--- config.mk ---
export PLATFORM = sky130hd
export DESIGN_NAME = alu_mult_seq
export DESIGN_NICKNAME = d
export VERILOG_FILES = /design/src/rtl/alu_mult_seq.sv
export SDC_FILE = /design/constraint.sdc
export NUM_CORES = 1
export LEC_CHECK = 0
export BUFFER_PORTS_ARGS = -buffer_cell sky130_fd_sc_hd__buf_2
export CAP_MARGIN = 0
export CORE_UTILIZATION = 47
export CTS_BUF_LIST = sky130_fd_sc_hd__clkbuf_4 sky130_fd_sc_hd__clkbuf_8
export DETAILED_ROUTE_END_ITERATION = 8
export PLACE_DENSITY = 0.83
export SLEW_MARGIN = 15
export SYNTH_ARGS = -nofsm -noshare
export SYNTH_HDL_FRONTEND = slang
export SYNTH_SLANG_ARGS = --single-unit
export TNS_END_PERCENT = 20
--- constraint.sdc ---
create_clock -name clk -period 1.88 [get_ports clk]
set_input_delay 0 -clock clk [delete_from_list [all_inputs] [get_ports clk]]
set_output_delay 0 -clock clk [all_outputs]
set_load 0.01 [all_outputs]
--- src/rtl/alu_mult_seq.sv ---
// Multi-cycle shift-and-add multiply sequencer that borrows the shared MiniMIPS ALU.
// Idle and done states pass the datapath operands straight through to the ALU.
module alu_mult_seq (
    input  logic        clk,
    input  logic        rst_n,
    input  logic        start,
    input  logic [31:0] op_a,
    input  logic [31:0] op_b,
    output logic        busy,
    output logic        done,
    output logic [31:0] result,
    input  logic [31:0] dp_a,
    input  logic [31:0] dp_b,
    input  logic [2:0]  dp_s,
    output logic [31:0] alu_a,
    output logic [31:0] alu_b,
    output logic [2:0]  alu_s,
    input  logic [31:0] alu_r
);

    typedef enum logic [1:0] {
        IDLE = 2'd0,
        RUN  = 2'd1,
        DONE = 2'd2
    } state_t;

    state_t      state_r;
    state_t      nextState_s;
    logic [31:0] acc_r;
    logic [31:0] mcand_r;
    logic [31:0] mplier_r;
    logic        busy_r;
    logic        done_r;

    assign busy   = busy_r;
    assign done   = done_r;
    assign result = acc_r;

    // Next-state decode; the last iteration is the one whose multiplier has no bits above bit 0
    always_comb begin
        nextState_s = state_r;
        case (state_r)
            IDLE: begin
                if (start) begin
                    nextState_s = RUN;
                end else begin
                    nextState_s = IDLE;
                end
            end
            RUN: begin
                if (mplier_r[31:1] == 31'd0) begin
                    nextState_s = DONE;
                end else begin
                    nextState_s = RUN;
                end
            end
            DONE:    nextState_s = IDLE;
            default: nextState_s = IDLE;
        endcase
    end

    // ALU operand mux: sequencer owns the ALU only while running
    always_comb begin
        alu_a = dp_a;
        alu_b = dp_b;
        alu_s = dp_s;
        if (state_r == RUN) begin
            alu_a = acc_r;
            alu_b = mplier_r[0] ? mcand_r : 32'd0;
            alu_s = 3'b000;
        end else begin
            alu_a = dp_a;
            alu_b = dp_b;
            alu_s = dp_s;
        end
    end

    // State and status flags, decoded from the next state so they stay registered
    always_ff @(posedge clk or negedge rst_n) begin
        if (!rst_n) begin
            state_r <= IDLE;
            busy_r  <= 1'b0;
            done_r  <= 1'b0;
        end else begin
            state_r <= nextState_s;
            busy_r  <= (nextState_s == RUN);
            done_r  <= (nextState_s == DONE);
        end
    end

    // Datapath registers: capture operands on start, then one shift-and-add step per RUN cycle
    always_ff @(posedge clk or negedge rst_n) begin
        if (!rst_n) begin
            acc_r    <= 32'd0;
            mcand_r  <= 32'd0;
            mplier_r <= 32'd0;
        end else begin
            case (state_r)
                IDLE: begin
                    if (start) begin
                        acc_r    <= 32'd0;
                        mcand_r  <= op_a;
                        mplier_r <= op_b;
                    end
                end
                RUN: begin
                    acc_r    <= alu_r;
                    mcand_r  <= {mcand_r[30:0], 1'b0};
                    mplier_r <= {1'b0, mplier_r[31:1]};
                end
                default: begin
                    acc_r    <= acc_r;
                    mcand_r  <= mcand_r;
                    mplier_r <= mplier_r;
                end
            endcase
        end
    end

endmodule

==> Word level (Yosys, flattened, before mapping) <==
Cells that the tools add are included.
{ "word_totals": {"regBits": 100, "latchBits": 0, "mem_bits_rw": 0, "rom_bits": 0, "in_bits": 166, "output_inout_bits": 101, "wordCells": 27, "memories": 0} }
{ "op_classes": {"add_sub_neg": 0, "mul": 0, "div_mod_pow": 0, "n_lt_le_gt_ge": 0, "eq_ne": 4, "shift": 0, "mux": 13, "n_bitwise": 0, "n_reduce_logical": 4} }
{ "ops": {"columns": ["op", "n"], "rows": [
  ["32-bit two-way mux", 6],
  ["32-bit case mux with 2 select lines", 3],
  ["31-bit zero test", 1],
  ["2-bit by 1-bit equality test with 1-bit output, second input constant", 2],
  ["2-bit case mux with 2 select lines", 1],
  ["3-bit two-way mux", 1],
  ["2-bit equality test, second input constant", 1],
  ["2-bit zero test", 1],
  ["2-bit two-way mux", 1],
  ["2-bit inequality test, second input constant", 1],
  ["2-bit AND reduction", 1],
  ["2-bit nonzero test", 1],
  ["1-bit two-way mux", 1]
]} }

==> Depth between registers and ports, before layout <==
Gate-level depths: netlist of the first run.
{ "depth": {"ltp_word": 4, "depth_mapped": 6, "mapped_depth_nobuf": 4} }

==> Worst setup path after synthesis of the first run <==
Ideal clock, no wire load.
{ "synth_path": {"kind": "reg-to-reg", "from": "register state_r[1]", "to": "register mplier_r[0]", "t_arrival_ns": 1.167, "path_slack_ns": 0.581, "stages_incl_launch_ff": 6, "path_buffers": 2, "cell_sequence": "dfrtp_1 -> nor3b_2 -> buf_4 -> buf_4 -> mux2i_1 -> o21ai_1"} }
{ "synth_via": {"elab_chain_cells": 3} }
{ "synth_lines": {"columns": ["element", "line", "text"], "rows": [
  ["start: declaration", "27", "state_t state_r;"],
  ["start signal: assignment", "85", "state_r <= nextState_s;"],
  ["2-bit by 1-bit equality test with 1-bit output / 2-bit zero test (equally long branches)", "98", "case (state_r)"],
  ["2-bit nonzero test (no line) / 2-bit inequality test (equally long branches)", null, null],
  ["2-bit AND reduction (no line)", null, null],
  ["end signal: assignment", "103", "mplier_r <= op_b;"],
  ["end signal: assignment", "109", "mplier_r <= {1'b0, mplier_r[31:1]};"],
  ["end signal: assignment", "114", "mplier_r <= mplier_r;"],
  ["end: declaration", "31", "logic [31:0] mplier_r;"]
]} }
Several ways; a longest one is shown, not always the timed one.
A chain may end at the register's enable or synchronous reset.

==> Final worst setup path of the first run <==
{ "layout_path": {"from": "register state_r[0]", "to": "output alu_b[28]"} }
{ "layout_via": {"elab_chain_cells": 2} }
{ "layout_lines": {"columns": ["element", "line", "text"], "rows": [
  ["2-bit by 1-bit equality test with 1-bit output", "67", "if (state_r == RUN) begin"],
  ["32-bit two-way mux", "67", null],
  ["end: declaration", "16", "output logic [31:0] alu_b,"]
]} }
Every way passes these cells.

==> results.yml, run 1 <==
clock_tree:
  post_cts_buffers: 0
  cts_buffers: 9
  cts_sinks: 100
  clk_latency_ns: 0.36
  clk_root_buffer_cell: "clkbuf_8"
  clockBufferDepth: 2
  cts_tree: "yes"
  cts_max_level: 3
  path_clk_slew_ns: 0.09
global_routing:
  grt_pass1_vias: 5864
  grt_pass1_wl_um: 29000
  track_usage_pct: 32.8
  overflow: 0
  grt_max_degree: 96
  antenna_found_initial: 3
critical_path:
  critical_path_class: "flip-flop to output port"
  worst-path-max-fanout: 95
  required_ns: 1.88
  rrSetupSlack_ns: 0.30
  critPathLaunchType: "flip-flop"
  endpoint_kind: "output port"
  crit_arrival_ns: 1.86
pwr:
  power_per_cell_area_mw_per_mm2: 1260
  p_int_uw: 5570
  combPwrFrac_pct: 46.7
  p_seq_share_pct: 38.6
  p_clk_share_pct: 14.7
  ir_drop_mv: 0.684
  p_leak_uw: 0.00412
  p_switching_uw: 4260
  sw_frac_of_total_pct: 43.3
logic_synthesis:
  ys_types: 19
  yosys_warnings: 0
  synth_most_common_cell: "nand2_1"
  ys_top_cells_by_count: "nand2_1, dfrtp_1, o21ai_0, nand3_1"
  ys_seq_elements: 100
  synth_nets: 818
  syn_area_sq_mm: 0.00512
  synth_edf_count: 0
  synth-seq-area-share_pct: 48.8
  synth_top_cell_area_share_pct: 48.8
  syn_area_per_cell_sq_um: 7.86
  ys_async_sr_fraction_pct: 100
  synth_area_leaders: "dfrtp_1, nand2_1, mux2i_1, a22oi_1, o21ai_0"
  synth_area_leader_cell: "dfrtp_1"
  syn_inst: 652
  synthFlopType: "dfrtp_1"
sta:
  hold-worst-slack_ns: 0.268
  period_minus_slack_ns: 1.86
  setup_tns_ns: 0
  finalCritPeriodShare_pct: 98.9
  setup_viol: 0
  final_hold_viol_count: 0
  drv_slew: 0
  max_clock_freq_mhz: 538
  rsz0062_at_grt: "true"
  worstMarginPinSlew_ns: 0.513
  finClkSkew_ns: 0.0179
  setup_slack_ns: 0.0207
  slew-limit-headroom_pct: 65.8
cells_and_area:
  final_area_sq_mm: 0.00780
  multi_input_area_sq_mm: 0.00241
  fin_util_pct: 74.5
  seqCellArea_sq_mm: 0.00250
  nNetsFinal: 1154
  drive_gt1_share_pct: 30.6
  fill_cells: 757
  areaGrowthSynthToFinish_pct: 52.2
die:
  core_area_sq_mm: 0.0105
  die_x_um: 106
  start_util_pct: 49.0
  rows: 37
  design.die.area_sq_mm: 0.0113
  dieHeight_um: 106
  io_pins: 267
place:
  pre_cts_slack_ns: 0.355
  gp_congestion: 0.855
  hpwl_um: 10900
  port_buffers: 266
  postPlaceCellArea_sq_mm: 0.00659
detailed_routing:
  vias: 6020
  dr.pass1.iters: 6
  drc: 0
  drt-wirelength-per-cell_um: 16.3
  vias_per_cell: 5.32
  postRouteAntennaNets: 0
  initialDrtViolationCount: 649
  wl_um: 18400
run_status:
  status: "completed"
min_path:
  hold_path_class: "primary input to output port"
run:
  drv_cap: 0
-- per-layer routing --
metal / share of wire (%) / wire, um / GRT usage (%)
met1: 37 / 6900 / 37.7
met2: 50 / 9180 / 56.2
met3: 7.6 / 1410 / 7.60
met4: 5.2 / 960 / 18.8
met5: 0 / 0 / 0
-- power groups by stage --
| stage | logic, uW | clock network [uW] | registers, uW |
|---|---|---|---|
| final | 4580 | 1440 | 3800 |
| after global routing | 5070 | 1570 | 3910 |
| after CTS | 4450 | 1460 | 3750 |
| after detailed placement | 4290 | 0 | 3770 |
| after global placement | 4210 | 0 | 3760 |
| after floorplan | 2480 | 0 | 3740 |
-- critical path, stage by stage, from the launching register on --
cell and delay [ns]:
dfrtp_2 0.43, nor2b_4 0.27, clkbuf_16 0.36, nand3_1 0.16
nand2_1 0.10, buf_2 0.13
-- per-stage QoR --
stage,power [uW],cells
6_report,9820,1131
5_1_grt,10600,1131
4_1_cts,9660,1129
3_5_place_dp,8060,1016
3_3_place_gp,7970,1016
2_1_floorplan,6220,652
-- placed cells by master, fill, tap and decap left out, drive strengths merged --
cell type,netlist,final
nand2,321,321
buf,33,277
dfrtp,100,100
dlygate4sd3,0,97
o21ai,66,66
nand3,32,32
a22oi,31,31
mux2i,31,31
clkbuf,17,11
nor4,7,7
nor3,3,3
and2,3,3
inv,0,3
nand2b,3,3
diode,0,2
nand4,2,2
nor3b,1,1
nor2b,1,1
nor2,1,1
clkinv,0,1
clkinvlp,0,1
bufinv,0,1
-- area by class of cell --
cell class,count,area share (%)
antenna,2,0.0642
timing repair buffer,375,32.1
sequential,100,32.1
clock inverter,6,0.882
multi-input combinational,502,30.9
clock buffer,10,1.76
tap,136,2.18
-- cell families after synthesis --
group                  count (synthesis)  synth area share, %
buffers and inverters                 50                 4.91
and+or+nand+nor                      374                 29.2
AOI/OAI and AO/OA                     97                 11.0
muxes                                 31                 6.06
DFF                                  100                 48.8
-- sequential cells by signal (all words and copies together), names as in the netlist --
register  count
mcand_r      32
mplier_r     32
result       32
state_r       2
busy          1
done          1
-- timing repair --
action	in CTS	in global routing
endpoints found under the setup margin	1	25
resized for setup	1	6
hold buffers	97	0
pin swaps	0	1
endpoints found under the hold margin	131	0
-- final timing paths --
| check | to | from | cells after the start |
|---|---|---|---|
| worst max-delay path | alu_b[28] | state_r[0] | 5 |
| worst min-delay path | alu_b[20] | dp_b[20] | 4 |
| worst max register to register | mplier_r[8] | state_r[1] | 4 |
| worst min register to register | mcand_r[20] | mcand_r[20] | 2 |
| max in group asynchronous | mcand_r[26] | rst_n | 3 |
| min in group asynchronous | result[20] | rst_n | 2 |
No activity file was read; power rests on OpenSTA's default activity.
==> run 2: changes to the inputs <==
- CORE_ASPECT_RATIO: default -> 1.1
- CORE_UTILIZATION: 47 -> 40
- PLACE_DENSITY: 0.83 -> 0.72
==> results.yml, run 2 (synthesized netlist as in run 1, its figures left out) <==
critical_path:
  worst-path-max-fanout: 33
  cp_slowest_cell: "dfrtp_2"
  critPathTopFamily: "buffers and inverters"
  cp_cell_sequence: "nor2b_4 -> buf_12 -> buf_16 -> nand2_1 -> nand2_1 -> buf_2"
  required_ns: 1.88
  path_buf_inv: 3
  ff2ff_path_depth: 5
  critPathLaunchType: "flip-flop"
  endpoint_kind: "output port"
  crit_top_cell: "nand2_1"
  crit_arrival_ns: 1.78
  crit_cells: 6
  critical_path_class: "flip-flop to output port"
  critPathMaxStageDelay_ns: 0.47
cells_and_area:
  final_area_sq_mm: 0.00787
  fill_cells: 1057
  final_common_cell: "nand2_1"
  mostFrequentLayoutCells: "nand2_1, buf_2, dfrtp_1, dlygate4sd3_1, o21ai_0"
  drive_gt1_share_pct: 30.8
  areaGrowthSynthToFinish_pct: 53.6
  nNetsFinal: 1160
pwr:
  p_leak_uw: 0.00415
  ir_drop_mv: 0.633
  power_per_cell_area_mw_per_mm2: 1220
clock_tree:
  clk_root_buffer_cell: "clkbuf_8"
  cts_buffers: 9
  clk_latency_ns: 0.36
  cts_tree: "yes"
  cts_max_level: 3
  cts_sinks: 100
  path_clk_slew_ns: 0.10
  clockBufferDepth: 2
global_routing:
  grt_max_degree: 87
  overflow: 0
  track_usage_pct: 24.0
  grt_pass1_vias: 5109
  grt_pass1_wl_um: 24600
  antenna_found_initial: 1
detailed_routing:
  drc: 0
  wl_um: 16600
  vias: 5678
  drt-wirelength-per-cell_um: 14.4
  dr.pass1.iters: 5
  vias_per_cell: 4.91
  postRouteAntennaNets: 0
  initialDrtViolationCount: 346
sta:
  finalCritPeriodShare_pct: 94.6
  drv_slew: 0
  worstMarginPinSlew_ns: 0.475
  final_hold_viol_count: 0
  hold-worst-slack_ns: 0.101
  period_minus_slack_ns: 1.78
  rsz0062_at_grt: "false"
  setup_viol: 0
  finClkSkew_ns: 0.0114
  max_clock_freq_mhz: 562
  setup_tns_ns: 0
  slew-limit-headroom_pct: 68.3
run:
  drv_cap: 0
die:
  dieHeight_um: 121
  design.die.area_sq_mm: 0.0133
  start_util_pct: 40.9
  die_x_um: 110
  io_pins: 267
  rows: 43
  core_area_sq_mm: 0.0125
min_path:
  hold_path_class: "primary input to async pin"
place:
  port_buffers: 266
  postPlaceCellArea_sq_mm: 0.00666
  gp_congestion: 0.755
  hpwl_um: 10700
run_status:
  status: "completed"
==> run 2: worst reg2reg max path, stage by stage (launching register included) <==
cell,delay [ns]
dfrtp_2,0.43
buf_4,0.15
nor3b_4,0.34
buf_12,0.28
mux2i_1,0.25
o21ai_1,0.07
==> run 2: area by class of cell <==
type                    instances  area (sq um)  share of cell area (%)
diodes                          1          2.50                  0.0318
well taps                     157           196                    2.50
flip-flops and latches        100          2500                    31.8
clock inverters                 6          40.0                   0.509
clock buffers                  10           131                    1.67
multi-input cells             503          2410                    30.7
repair buffers                380          2580                    32.8
==> run 2: power by group <==
part / internal (uW) / switching [uW] / leakage, uW
registers: 3010 / 759 / 0.00125
clock network: 498 / 760 / 0.0000898
logic: 1970 / 2580 / 0.00281
==> run 2: per-layer routing <==
layer	up-vias	share of wire (%)	GRT usage [%]	routed length, um
met3	23	5.9	4.74	982
met1	2612	42	28.5	6980
met5	-	0	0	0
met2	219	50	42.9	8390
met4	0	1.6	7.33	272
li1	2824	-	-	-
==> run 2: what timing repair did <==
action / 4_1_cts / 5_1_grt
hold buffers: 97 / 0
endpoints found under the hold margin: 196 / 0
gates resized for setup: 1 / 4
buffers inserted: 0 / 2
endpoints found under the setup margin: 10 / 46
gates cloned: 0 / 2
==> run 2: per-stage QoR <==
stage	utilization [%]	power, uW	worst slack (ns)	instances
after floorplan	-	6220	0.581	652
after global placement	53.1	8020	0.378	1039
after detailed placement	53.1	8110	0.339	1039
after CTS	62.2	9540	0.00703	1152
after global routing	62.8	10400	0.00422	1157
final	62.8	9570	0.101	1157
==> run 2: final timing paths <==
kind	slack, ns	start	end
max	0.10	state_r[1]	alu_a[31]
max reg2reg	0.25	state_r[0]	mplier_r[21]
min reg2reg	0.51	mcand_r[31]	mcand_r[31]
max in group asynchronous	1.17	rst_n	result[7]
min	0.10	rst_n	mcand_r[16]
min in group clk	0.26	start	mplier_r[31]
